===== config.mk =====
export PLATFORM = sky130hd
export DESIGN_NAME = serial_shr
export DESIGN_NICKNAME = d
export VERILOG_FILES = /design/src/rtl/serial_shr_pkg.sv /design/src/rtl/serial_shr.sv
export SDC_FILE = /design/constraint.sdc
export NUM_CORES = 1
export LEC_CHECK = 0
export CAP_MARGIN = 10
export CORE_UTILIZATION = 30
export DETAILED_ROUTE_END_ITERATION = 8
export SYNTH_ARGS = -nofsm -noshare
export SYNTH_HDL_FRONTEND = slang
export SYNTH_SLANG_ARGS = --single-unit
export TNS_END_PERCENT = 20

===== constraint.sdc =====
create_clock -name Clk -period 2.75 [get_ports Clk]
set_input_delay 0.4125 -clock Clk [delete_from_list [all_inputs] [get_ports Clk]]
set_output_delay 0.4125 -clock Clk [all_outputs]
set_load 0.02 [all_outputs]

===== src/rtl/serial_shr_pkg.sv =====
// Shared definitions for the serial shifter family (right shifter now, left shifter later).
package serial_shr_pkg;

  localparam int DEF_DATAWIDTH = 8;

  typedef enum logic [1:0] {
    ST_IDLE  = 2'd0,
    ST_SHIFT = 2'd1,
    ST_DONE  = 2'd2
  } shr_state_e;

endpackage


===== src/rtl/serial_shr.sv =====
// Multi-cycle right shifter: one bit per cycle, logical or arithmetic fill.
// Latency k+2 edges from acceptance (k = min(sh_amt, DATAWIDTH)); start ignored while busy.
module serial_shr
  import serial_shr_pkg::*;
#(
  parameter int DATAWIDTH = DEF_DATAWIDTH
) (
  input  logic                 Clk,
  input  logic                 Rst,
  input  logic                 start,
  input  logic [DATAWIDTH-1:0] a,
  input  logic [DATAWIDTH-1:0] sh_amt,
  input  logic                 arith,
  output logic [DATAWIDTH-1:0] d,
  output logic                 busy,
  output logic                 done
);

  localparam int CW = $clog2(DATAWIDTH + 1);
  localparam logic [DATAWIDTH:0] AMT_MAX = (DATAWIDTH + 1)'(DATAWIDTH);
  localparam logic [CW-1:0]      K_MAX   = CW'(DATAWIDTH);

  shr_state_e           state_q, state_d;
  logic [DATAWIDTH-1:0] work_q, work_d;
  logic [DATAWIDTH-1:0] d_q, d_d;
  logic [CW-1:0]        k_q, k_d, k_load;
  logic                 arith_q, arith_d;
  logic                 busy_q, busy_d;
  logic                 done_q, done_d;

  // Amounts of DATAWIDTH or more all produce the fully-filled result, so clamp.
  assign k_load = ({1'b0, sh_amt} >= AMT_MAX) ? K_MAX : CW'(sh_amt);

  always_comb begin
    state_d = state_q;
    work_d  = work_q;
    d_d     = d_q;
    k_d     = k_q;
    arith_d = arith_q;
    busy_d  = busy_q;
    done_d  = 1'b0;
    case (state_q)
      ST_IDLE: begin
        busy_d = 1'b0;
        if (start) begin
          work_d  = a;
          arith_d = arith;
          k_d     = k_load;
          busy_d  = 1'b1;
          state_d = (k_load != '0) ? ST_SHIFT : ST_DONE;
        end
      end
      ST_SHIFT: begin
        // Sign fill keeps the MSB stable, so work_q's MSB is the captured operand MSB.
        work_d = {arith_q & work_q[DATAWIDTH-1], work_q[DATAWIDTH-1:1]};
        k_d    = k_q - CW'(1);
        if (k_q == CW'(1)) state_d = ST_DONE;
      end
      ST_DONE: begin
        d_d     = work_q;
        done_d  = 1'b1;
        busy_d  = 1'b0;
        state_d = ST_IDLE;
      end
      default: begin
        state_d = ST_IDLE;
        busy_d  = 1'b0;
      end
    endcase
  end

  always_ff @(posedge Clk) begin
    if (!Rst) begin
      state_q <= ST_IDLE;
      work_q  <= '0;
      d_q     <= '0;
      k_q     <= '0;
      arith_q <= 1'b0;
      busy_q  <= 1'b0;
      done_q  <= 1'b0;
    end else begin
      state_q <= state_d;
      work_q  <= work_d;
      d_q     <= d_d;
      k_q     <= k_d;
      arith_q <= arith_d;
      busy_q  <= busy_d;
      done_q  <= done_d;
    end
  end

  assign d    = d_q;
  assign busy = busy_q;
  assign done = done_q;

endmodule


# Yosys cells after proc, flatten, opt, wreduce, memory -nomap -nowiden
# Cells that the tools add are included.
[totals]
ff_bits = 25
in_bits = 20
out_inout_bits = 10
wordCells = 33
[classes]
add_sub_neg = 1
magnitude_cmp = 1
n_eq_ne = 5
muxes = 12
n_bitwise = 1
n_reduce_logical = 6
[ops]
columns = ["op", "n"]
rows = [
  ["one-hot mux 8 bit (2 select lines)", 1],
  [">= comparator 8 x 4 -> 1 bit (second input constant)", 1],
  ["two-way mux 4 bit", 2],
  ["two-way mux 8 bit", 1],
  ["one-hot mux 4 bit (2 select lines)", 1],
  ["two-way mux 2 bit", 3],
  ["AND reduction 2 bit", 3],
  ["== test 4 x 1 -> 1 bit (second input constant)", 1],
  ["inequality test 2 bit (second input constant)", 2],
  ["one-hot mux 2 bit (2 select lines)", 1],
  ["nonzero test 4 bit", 1],
  ["subtractor 4 x 1 -> 4 bit (second input constant)", 1],
  ["== test 2 x 1 -> 1 bit (second input constant)", 1],
  ["== test 2 bit (second input constant)", 1],
  ["logical NOT 2 bit", 1],
  ["two-way mux 1 bit", 2],
  ["one-hot mux 1 bit (2 select lines)", 1],
  ["nonzero test 2 bit", 1],
  ["AND 1 bit", 1],
]

# Logic depth before layout (Yosys ltp)
# Gate-level depths: netlist (run 1).
[logic_depth]
depth_word = 6
depth_mapped = 5
ltp_nobuf = 5

# Worst setup path after synthesis (run 1)
# No wires, ideal clock.
[synth_timing]
path_type = "input port to flip-flop"
startpoint = "in Rst"
endpoint = "reg done_q (netlist: done)"
setup_ns = 0.128
t_arrival_ns = 1.046
required_ns = 2.622
path_slack_ns = 1.576
path_stages = 4
cell_sequence = "buf_2 -> inv_1 -> clkbuf_1 -> nor2_1"
[synth_lines]
columns = ["item", "line_no", "rtl"]
rows = [
  ["from (decl)", "serial_shr.sv:9", "input logic Rst,"],
  ["to (signal assigned)", "serial_shr.sv:88", "done_q <= done_d;"],
  ["to (decl)", "serial_shr.sv:29", "logic done_q, done_d;"],
]
# No word-level cell between the ends.

# Worst setup path in the final report (run 1)
[layout_timing]
startpoint = "reg state_q[0]"
endpoint = "reg k_q[3]"
[layout_via]
elab_chain_len = 3
elab_cells_between_ends = 6
classes_between = "eq/ne: 2; mux: 1; reduce/logical: 3"
[layout_rtl]
columns = ["item", "line_no", "rtl"]
rows = [
  ["from (decl)", "serial_shr.sv:23", "shr_state_e state_q, state_d;"],
  ["from (signal assigned)", "serial_shr.sv:82", "state_q <= state_d;"],
  ["== test 2 x 1 -> 1 bit / logical NOT 2 bit (equally long branches)", "serial_shr.sv:42", "case (state_q)"],
  ["nonzero test 2 bit (no line) / inequality test 2 bit (equally long branches)", "n/a", ""],
  ["AND reduction 2 bit (no line)", "n/a", ""],
  ["to (signal assigned)", "serial_shr.sv:85", "k_q <= k_d;"],
  ["to (decl)", "serial_shr.sv:26", "logic [CW-1:0] k_q, k_d, k_load;"],
]
# Several ways; a longest one is shown, not always the timed one.
# A chain may end at the register's enable or synchronous reset.

==> impl_metrics.csv, run 1 <==
group,metric,value,unit
logic_synthesis,ys_warn_count,0,
pwr,p_total,1190,uW
pwr,clkPwrFrac,17.9,%
floorplan,core,0.00366,mm^2
critical_path,worstPathRequired,2.91,ns
clocking,clock_latency,0.27,ns
clocking,root_buffer,"clkbuf_8",
critical_path,crit_family,"compound AO/OA/AOI/OAI gates",
logic_synthesis,synth.avg_cell_area,8.54,um^2
critical_path,critPathSlowestCell,"dfxtp_1",
drt,drt-pass1-iter-count,4,
timing,slew_headroom,61.3,%
pwr,power.density,803,mW/mm^2
final_layout,layout-drive-gt1-share,5.70,%
logic_synthesis,netlist_area,0.00114,mm^2
floorplan,die-area,0.00407,mm^2
timing,whs,0.457,ns
logic_synthesis,syn_nets,156,
timing,period_share,62.4,%
clocking,cts_setup_buffers,0,
logic_synthesis,ys_types,34,
critical_path,critPathCaptureType,"register",
global_routing,grt_antenna_before_repair,0,
critical_path,critical_path_buf_inv_count,0,
place,port_buffers,29,
final_layout,fin_nets,181,
critical_path,critPathKind,"register to register",
clocking,post_cts_resized,0,
timing,tns,0,ns
global_routing,grt_pass1_wl,4310,um
pwr,p_leak,0.000554,uW
clocking,cts_hold_buf,0,
pwr,combPwrFrac,35.6,%
final_layout,fin_area,0.00148,mm^2
clocking,cts_buffer_depth,2,
final_layout,area_growth_syn_to_layout,29.6,%
floorplan,initial_core_util,31.3,%
floorplan,die_y,63.8,um
place,dp_hpwl,1840,um
run,maxCapViolCount,0,
pwr,power_frac_seq,46.5,%
floorplan,num_rows,22,
timing,period_needed,1.72,ns
pwr,netSwitchingPower,432,uW
pwr,power.internal,760,uW
logic_synthesis,synth_edf_count,0,
drt,ant_nets,0,
floorplan,die_w,63.8,um
outcome,run_status,"completed",
place,placed_cells,202,
final_layout,fin_cells,206,
logic_synthesis,synth_seq_cells,25,
place,placed_area,0.00144,mm^2
timing,hold_violations,0,
place,globalplace.congestion,0.840,
timing,finalSetupViolations,0,
logic_synthesis,seq_area_frac_synth,43.7,%
global_routing,track_usage,13.6,%
timing,fin_skew,0.00614,ns
logic_synthesis,synth_ff_type,"dfxtp_1",
drt,drc,0,
pwr,ir_drop,320,uV
clocking,clock_sinks,25,
pwr,switching_share,36.3,%
logic_synthesis,syn_inst,134,
critical_path,critical-path-max-stage-delay,0.67,ns
floorplan,ios,30,
timing,slew_violations,0,
drt,drt-total-wl,2490,um
logic_synthesis,async_flop_share,0,%
global_routing,grt_pass1_vias,974,
critical_path,cp-start-kind,"register",
clocking,htreeDepth,1,
final_layout,diodes,0,
timing,rsz0062_at_grt,"false",
timing,max_freq,583,MHz
timing,worstMarginPinSlew,0.581,ns
critical_path,critPathMaxFanout,21,
global_routing,grt_max_degree,22,
clocking,cts_buffers,3,
drt,routed_via_density,4.91,
critical_path,cp_data_arrival_time,1.87,ns
hold_path,min_path_type,"register to register",
clocking,clkSlewWorstSetupHoldPaths,0.08,ns
clocking,tritoncts,"built",
drt,vias,1011,
drt,drt_iter0_markers,26,
global_routing,grt-ovfl-total,0,
critical_path,crit_chain,"o21ba_2 -> o22ai_1 -> o31a_1",
drt,drt-wirelength-per-cell,12.1,um
==> synthesized netlist by cell type (2+ instances only) <==
cell type / count / area [um^2]
nand2b_1: 4 / 25.0
nand4_1: 2 / 12.5
nor3_1: 3 / 15.0
nand3_1: 4 / 20.0
a211oi_1: 5 / 37.5
mux2i_1: 5 / 50.1
buf_4: 3 / 22.5
a21oi_1: 16 / 80.1
a31oi_1: 2 / 12.5
ha_1: 2 / 25.0
nor2b_1: 2 / 12.5
o221a_2: 3 / 33.8
nor2_1: 9 / 33.8
dfxtp_1: 25 / 500
inv_1: 6 / 22.5
nand3b_1: 2 / 15.0
o21ai_0: 3 / 15.0
buf_2: 3 / 15.0
nand2_1: 20 / 75.1
==> worst paths after layout <==
path	startpoint	endpoint	slack, ns	cells past startpoint
worst max-delay path	state_q[0]$_SDFFE_PN0P_	k_q[3]$_SDFFE_PN0P_	1.03	3
worst min-delay path	busy$_SDFFE_PN0N_	busy$_SDFFE_PN0N_	0.46	2
worst max register to register	state_q[0]$_SDFFE_PN0P_	k_q[3]$_SDFFE_PN0P_	1.03	3
worst min register to register	busy$_SDFFE_PN0N_	busy$_SDFFE_PN0N_	0.46	2
==> state kept, by name (all words and copies together), names as in the netlist <==
register	cells
k_q	4
done	1
arith_q	1
busy	1
work_q	8
state_q	2
d	8
==> tightest hold or removal path: stages, from the launching register on <==
cell and delay, ns:
dfxtp_1 0.31, inv_1 0.05, a21oi_1 0.06
==> logic make-up after synthesis <==
logic type                 synth area share (%)
DFF                                        43.7
buffers and inverters                      6.99
muxes                                      4.37
AOI/OAI and AO/OA                          20.9
adders and majority gates                  2.19
and+or+nand+nor                            21.1
xor gates and xnor gates                  0.765
==> power by group through the flow <==
| stage | clock network, uW | registers, uW | logic (uW) |
|---|---|---|---|
| after floorplan | 0 | 534 | 352 |
| after global placement | 0 | 558 | 410 |
| after detailed placement | 0 | 562 | 424 |
| after CTS | 223 | 553 | 427 |
| after global routing | 235 | 570 | 471 |
| final | 214 | 555 | 424 |
==> through the flow <==
stage,util [%],worst slack (ns)
2_1_floorplan,-,1.58
3_3_place_gp,39.3,0.888
3_5_place_dp,39.3,0.838
4_1_cts,40.5,1.05
5_1_grt,40.5,0.873
6_report,40.5,1.03
==> cell usage in the layout, fill, tap and decap left out, types with 2 or more instances in the layout <==
cell type / instances
o21ai_0: 3
a31oi_1: 2
nor3_1: 3
nand2_1: 20
o221a_2: 3
nor2b_1: 2
a211oi_1: 5
inv_1: 6
clkdlybuf4s50_1: 29
nand3b_1: 2
clkbuf_8: 3
nand4_1: 2
ha_1: 2
dfxtp_1: 25
a21oi_1: 16
nor2_1: 9
nand2b_1: 4
nand3_1: 4
mux2i_1: 5
==> per-layer routing <==
layer  GRT usage [%]  up-vias  routed length [um]
met5               0        -                   0
met4            6.82        0                  48
met3            2.32        6                 129
met2            22.5       31                1110
met1            17.0      459                1200
li1                -      515                   -
==> final cells by class <==
class                   instances  area (um^2)
repair buffers                 29          290
fillers                       397         2180
flip-flops and latches         25          500
multi-input cells              94          564
inverters                       6         22.5
well taps                      48         60.1
clock inverters                 1         5.00
clock buffers                   3         41.3
No activity file was read; power rests on OpenSTA's default activity.
==> run 2: changes to the inputs <==
clock period = 1.4 ns   (was 2.75 ns; I/O delays follow)
==> run 2 against run 1 <==
  * Final area up 6.2%
  * Fmax grew 37%
  * Clock-buffer cell count unchanged
==> impl_metrics.csv, run 2 (same netlist as run 1, synthesis figures left out) <==
group,metric,value,unit
hold_path,min_to,"d[3]$_SDFFE_PN0P_",
final_layout,fin_nets,191,
clocking,tritoncts,"built",
timing,rsz0062_at_grt,"false",
critical_path,reg2reg_to,"k_q[2]$_SDFFE_PN0P_",
clocking,htreeDepth,1,
place,dp_slack,-0.0753,ns
clocking,clkSlewWorstSetupHoldPaths,0.09,ns
clocking,root_buffer,"clkbuf_8",
pwr,power.density,1560,mW/mm^2
final_layout,final_core_util,43.1,%
clocking,cts_buffers,3,
place,placed_area,0.00154,mm^2
hold_path,holdCritStartpoint,"d[3]$_SDFFE_PN0P_",
critical_path,rr_worst_depth,5,
drt,drt_iter0_markers,54,
timing,fin_skew,0.00640,ns
final_layout,area_growth_syn_to_layout,37.7,%
critical_path,critPathSlowestCell,"dfxtp_1",
critical_path,reg2reg_from,"k_q[0]$_SDFFE_PN0P_",
critical_path,cp-start-kind,"register",
timing,hold_violations,0,
place,port_buffers,29,
floorplan,die-area,0.00407,mm^2
place,dp_hpwl,1940,um
critical_path,critical-path-max-stage-delay,0.41,ns
timing,max_freq,797,MHz
global_routing,grt_max_degree,17,
critical_path,critical_path_buf_inv_count,1,
critical_path,path_depth,5,
global_routing,grt_pass1_vias,1051,
hold_path,min_path_type,"register to register",
final_layout,mostFrequentLayoutCells,"dfxtp_1, nand2_1, clkdlybuf4s50_1",
critical_path,cp_data_arrival_time,1.46,ns
timing,slew_headroom,77.0,%
timing,tns,0,ns
global_routing,grt-ovfl-total,0,
pwr,ir_drop,624,uV
critical_path,crit_chain,"inv_1 -> ha_1 -> xnor2_1 -> a21boi_0 -> o221a_2",
drt,drt-wirelength-per-cell,11.5,um
critical_path,crit_family,"compound AO/OA/AOI/OAI gates",
floorplan,initial_core_util,31.3,%
drt,drt-pass1-iter-count,4,
floorplan,ios,30,
floorplan,die_y,63.8,um
final_layout,fin_area,0.00158,mm^2
clocking,cts_buffer_depth,2,
final_layout,final_common_cell,"dfxtp_1",
drt,drc,0,
pwr,p_total,2470,uW
timing,worstMarginPinSlew,0.343,ns
timing,setup_ws,0.146,ns
floorplan,core,0.00366,mm^2
place,globalplace.congestion,0.850,
floorplan,die_w,63.8,um
floorplan,num_rows,22,
clocking,cts_setup_buffers,0,
hold_path,holdPathStages,2,
critical_path,critPathCaptureType,"register",
run,maxCapViolCount,0,
global_routing,grt_pass1_wl,4470,um
clocking,clock_latency,0.26,ns
critical_path,r2r_slack,0.15,ns
drt,routed_via_density,4.84,
drt,vias,1045,
timing,period_share,89.6,%
global_routing,track_usage,13.8,%
final_layout,layout-drive-gt1-share,11.9,%
pwr,p_leak,0.000673,uW
clocking,clock_sinks,25,
outcome,run_status,"completed",
critical_path,worstPathRequired,1.61,ns
critical_path,critPathKind,"register to register",
timing,finalSetupViolations,0,
timing,slew_violations,0,
global_routing,grt_antenna_before_repair,0,
critical_path,critPathMaxFanout,5,
final_layout,diodes,0,
drt,drt-total-wl,2480,um
drt,ant_nets,0,
timing,period_needed,1.25,ns
[run 2: cell types whose count changed in the layout (fill, tap and decap cells not counted)]
cell	change
buf_12	+2
buf_4	+8
clkdlybuf4s50_1	-10
dfxtp_1	-1
dfxtp_2	+1
dlygate4sd2_1	+9
dlymetal6s2s_1	+1
[run 2: power by group]
group | leakage (uW) | switching [uW] | total, uW | internal (uW)
Sequential | 0.000206 | 180 | 1070 | 893
Combinational | 0.000442 | 465 | 982 | 517
Clock | 0.0000255 | 215 | 413 | 198
Total | 0.000673 | 859 | 2470 | 1610
[run 2: area by class of cell]
class,instances,area [um^2]
sequential,25,502
fill,368,2080
tap,48,60.1
inverter,6,22.5
clock inverter,1,5.00
timing repair buffer,39,382
multi-input combinational,94,564
clock buffer,3,41.3
[run 2: worst max-delay path by stage]
stage,from,endpoint,slack (ns)
after floorplan,k_q[0]$_SDFFE_PN0P_,k_q[2]$_SDFFE_PN0P_,0.27
after global placement,start,k_q[2]$_SDFFE_PN0P_,-0.06
after detailed placement,start,k_q[2]$_SDFFE_PN0P_,-0.08
after CTS,done$_SDFF_PN0_,done,0.009
after global routing,state_q[1]$_SDFFE_PN0P_,work_q[2]$_SDFFE_PN0P_,0.03
final,k_q[0]$_SDFFE_PN0P_,k_q[2]$_SDFFE_PN0P_,0.15
[run 2: worst reg2reg max path, delay by kind of cell, from the launching register on]
family	cells	cell delay [ns]
fa+ha+maj	1	0.21
buf+inv	1	0.06
xor+xnor	1	0.12
flops	1	0.41
compound gates	2	0.41
[run 2: stage by stage]
step                      std cells  hold WS [ns]
after floorplan                 134         0.357
after global placement          212         0.442
after detailed placement        212         0.447
after CTS                       216         0.458
after global routing            216         0.473
final                           216         0.453
[run 2: metal layers]
layer  track usage, %  routed length [um]
met5                0                   0
met4             5.68                  19
met3             2.14                  98
met2             23.3                1190
met1             17.3                1180
[run 2: what timing repair did]
item / 4_1_cts / 5_1_grt
resized for setup: 9 / 2
setup endpoints to repair: 9 / 5
hold buffers: 0 / 0
hold endpoints to repair: 0 / 0
==> run 3: changes to the inputs <==
CORE_UTILIZATION = 42   (was 30)
PLACE_DENSITY = 0.73   (was default)
SLEW_MARGIN = 20   (was default)
==> run 3 against run 2 <==
  * Via count rose by 2.8%
  * Final area fell by 2.1%
  * Routed wire length rose by 3.8%
  * Critical path type unchanged
==> impl_metrics.csv, run 3 (same netlist as run 1, synthesis figures left out) <==
group,metric,value,unit
global_routing,grt-ovfl-total,0,
hold_path,min_path_type,"input port to register",
clocking,cts_buffer_depth,2,
outcome,run_status,"completed",
pwr,p_leak,0.000653,uW
place,dp_hpwl,1940,um
critical_path,critPathKind,"register to register",
global_routing,track_usage,19.2,%
clocking,root_buffer,"clkbuf_4",
drt,ant_nets,0,
drt,drt_iter0_markers,17,
critical_path,critPathCaptureType,"register",
pwr,ir_drop,1050,uV
timing,max_freq,802,MHz
timing,hold_violations,0,
global_routing,grt_pass1_wl,4000,um
critical_path,worstPathRequired,1.68,ns
pwr,power.internal,1520,uW
drt,met2WireLength,1300,um
floorplan,initial_core_util,45.4,%
clocking,cts_setup_buffers,0,
drt,drt-total-wl,2580,um
timing,rsz0062_at_grt,"false",
floorplan,core,0.00252,mm^2
pwr,combPwrFrac,41.4,%
global_routing,grt_antenna_before_repair,0,
floorplan,die-area,0.00294,mm^2
place,globalplace.congestion,0.904,
clocking,tritoncts,"built",
floorplan,die_w,54.2,um
pwr,netSwitchingPower,879,uW
final_layout,area_growth_syn_to_layout,34.8,%
clocking,clock_sinks,25,
drt,drt-pass1-iter-count,4,
drt,drc,0,
floorplan,ios,30,
run,maxCapViolCount,0,
timing,fin_skew,0.00276,ns
clocking,htreeDepth,1,
critical_path,cp_data_arrival_time,1.53,ns
pwr,clkPwrFrac,14.0,%
pwr,power.density,1550,mW/mm^2
final_layout,nFillCells,239,
timing,slew_violations,0,
drt,drt-wirelength-per-cell,12.9,um
critical_path,cp-start-kind,"register",
final_layout,final_common_cell,"dfxtp_1",
timing,period_share,89.0,%
final_layout,diodes,0,
floorplan,num_rows,18,
clocking,clock_latency,0.32,ns
final_layout,layout-drive-gt1-share,13.0,%
clocking,clkSlewWorstSetupHoldPaths,0.14,ns
final_layout,fin_nets,192,
floorplan,die_y,54.2,um
place,dp_slack,-0.0775,ns
final_layout,mostFrequentLayoutCells,"dfxtp_1, nand2_1, clkdlybuf4s50_1",
pwr,power_frac_seq,44.6,%
pwr,p_total,2400,uW
pwr,switching_share,36.7,%
clocking,cts_buffers,3,
place,port_buffers,29,
global_routing,grt_max_degree,17,
drt,routed_via_density,5.40,
drt,maxUsedRoutingLayer,"met4",
critical_path,critPathMaxFanout,12,
global_routing,grt_pass1_vias,950,
hold_path,holdPathStages,3,
timing,setup_ws,0.154,ns
drt,vias,1074,
drt,detail_route.wirelength.met1,1090,um
timing,slew_headroom,79.5,%
critical_path,rr_worst_depth,3,
drt,wl_met3,146,um
timing,period_needed,1.25,ns
timing,worstMarginPinSlew,0.308,ns
timing,finalSetupViolations,0,
## run 3: cell types whose count changed in the layout (fill, tap and decap cells not counted), sizes merged
cell	change
clkinvlp	+1
dlygate4sd2	+1
clkinv	-1
buf	+1
dlymetal6s2s	-1
## run 3: power by group through the flow
stage | clock (uW) | sequential [uW] | combinational (uW)
finish | 335 | 1070 | 992
global route | 365 | 1100 | 1080
CTS | 348 | 1060 | 996
detailed placement | 0 | 1080 | 1000
global placement | 0 | 1070 | 973
floorplan | 0 | 1050 | 691
## run 3: final cells by class
class	instances	area (um^2)	area share [%]
multi-input combinational	94	564	36.6
sequential	25	503	32.6
timing repair buffer	40	385	25.0
tap	30	37.5	2.43
clock buffer	3	22.5	1.46
inverter	6	22.5	1.46
clock inverter	1	7.51	0.487
## run 3: per-layer routing
layer	global-route usage, %	up-vias
met5	0	-
met4	5.98	0
met3	5.28	6
met2	35.4	42
met1	21.1	489
li1	-	537
## run 3: metrics by stage
step	hold WS, ns	setup TNS, ns	utilization, %	area, um^2	std cells
after floorplan	0.357	0	-	1140	134
after global placement	0.439	-0.121	60.4	1520	195
after detailed placement	0.442	-0.227	60.4	1520	195
after CTS	0.439	0	61.1	1540	199
after global routing	0.436	0	61.2	1540	199
final	0.442	0	61.2	1540	199
## run 3: worst paths after layout
check,start,endpoint,slack [ns]
setup reg to reg,state_q[1]$_SDFFE_PN0P_,k_q[3]$_SDFFE_PN0P_,0.15
hold reg to reg,busy$_SDFFE_PN0N_,busy$_SDFFE_PN0N_,0.45
setup / recovery,state_q[1]$_SDFFE_PN0P_,k_q[3]$_SDFFE_PN0P_,0.15
hold / removal,arith,arith_q$_SDFFE_PN0P_,0.44
## run 3: worst max-delay path, stage by stage (launching register included)
cell and delay (ns):
dfxtp_2 0.41, or3b_1 0.44, a21oi_1 0.22, o31a_1 0.14
## run 3: repair_timing
item | CTS | global route
gates cloned | 0 | 0
hold buffers | 0 | 0
gates resized for setup | 10 | 2
endpoints found under the setup margin | 10 | 8
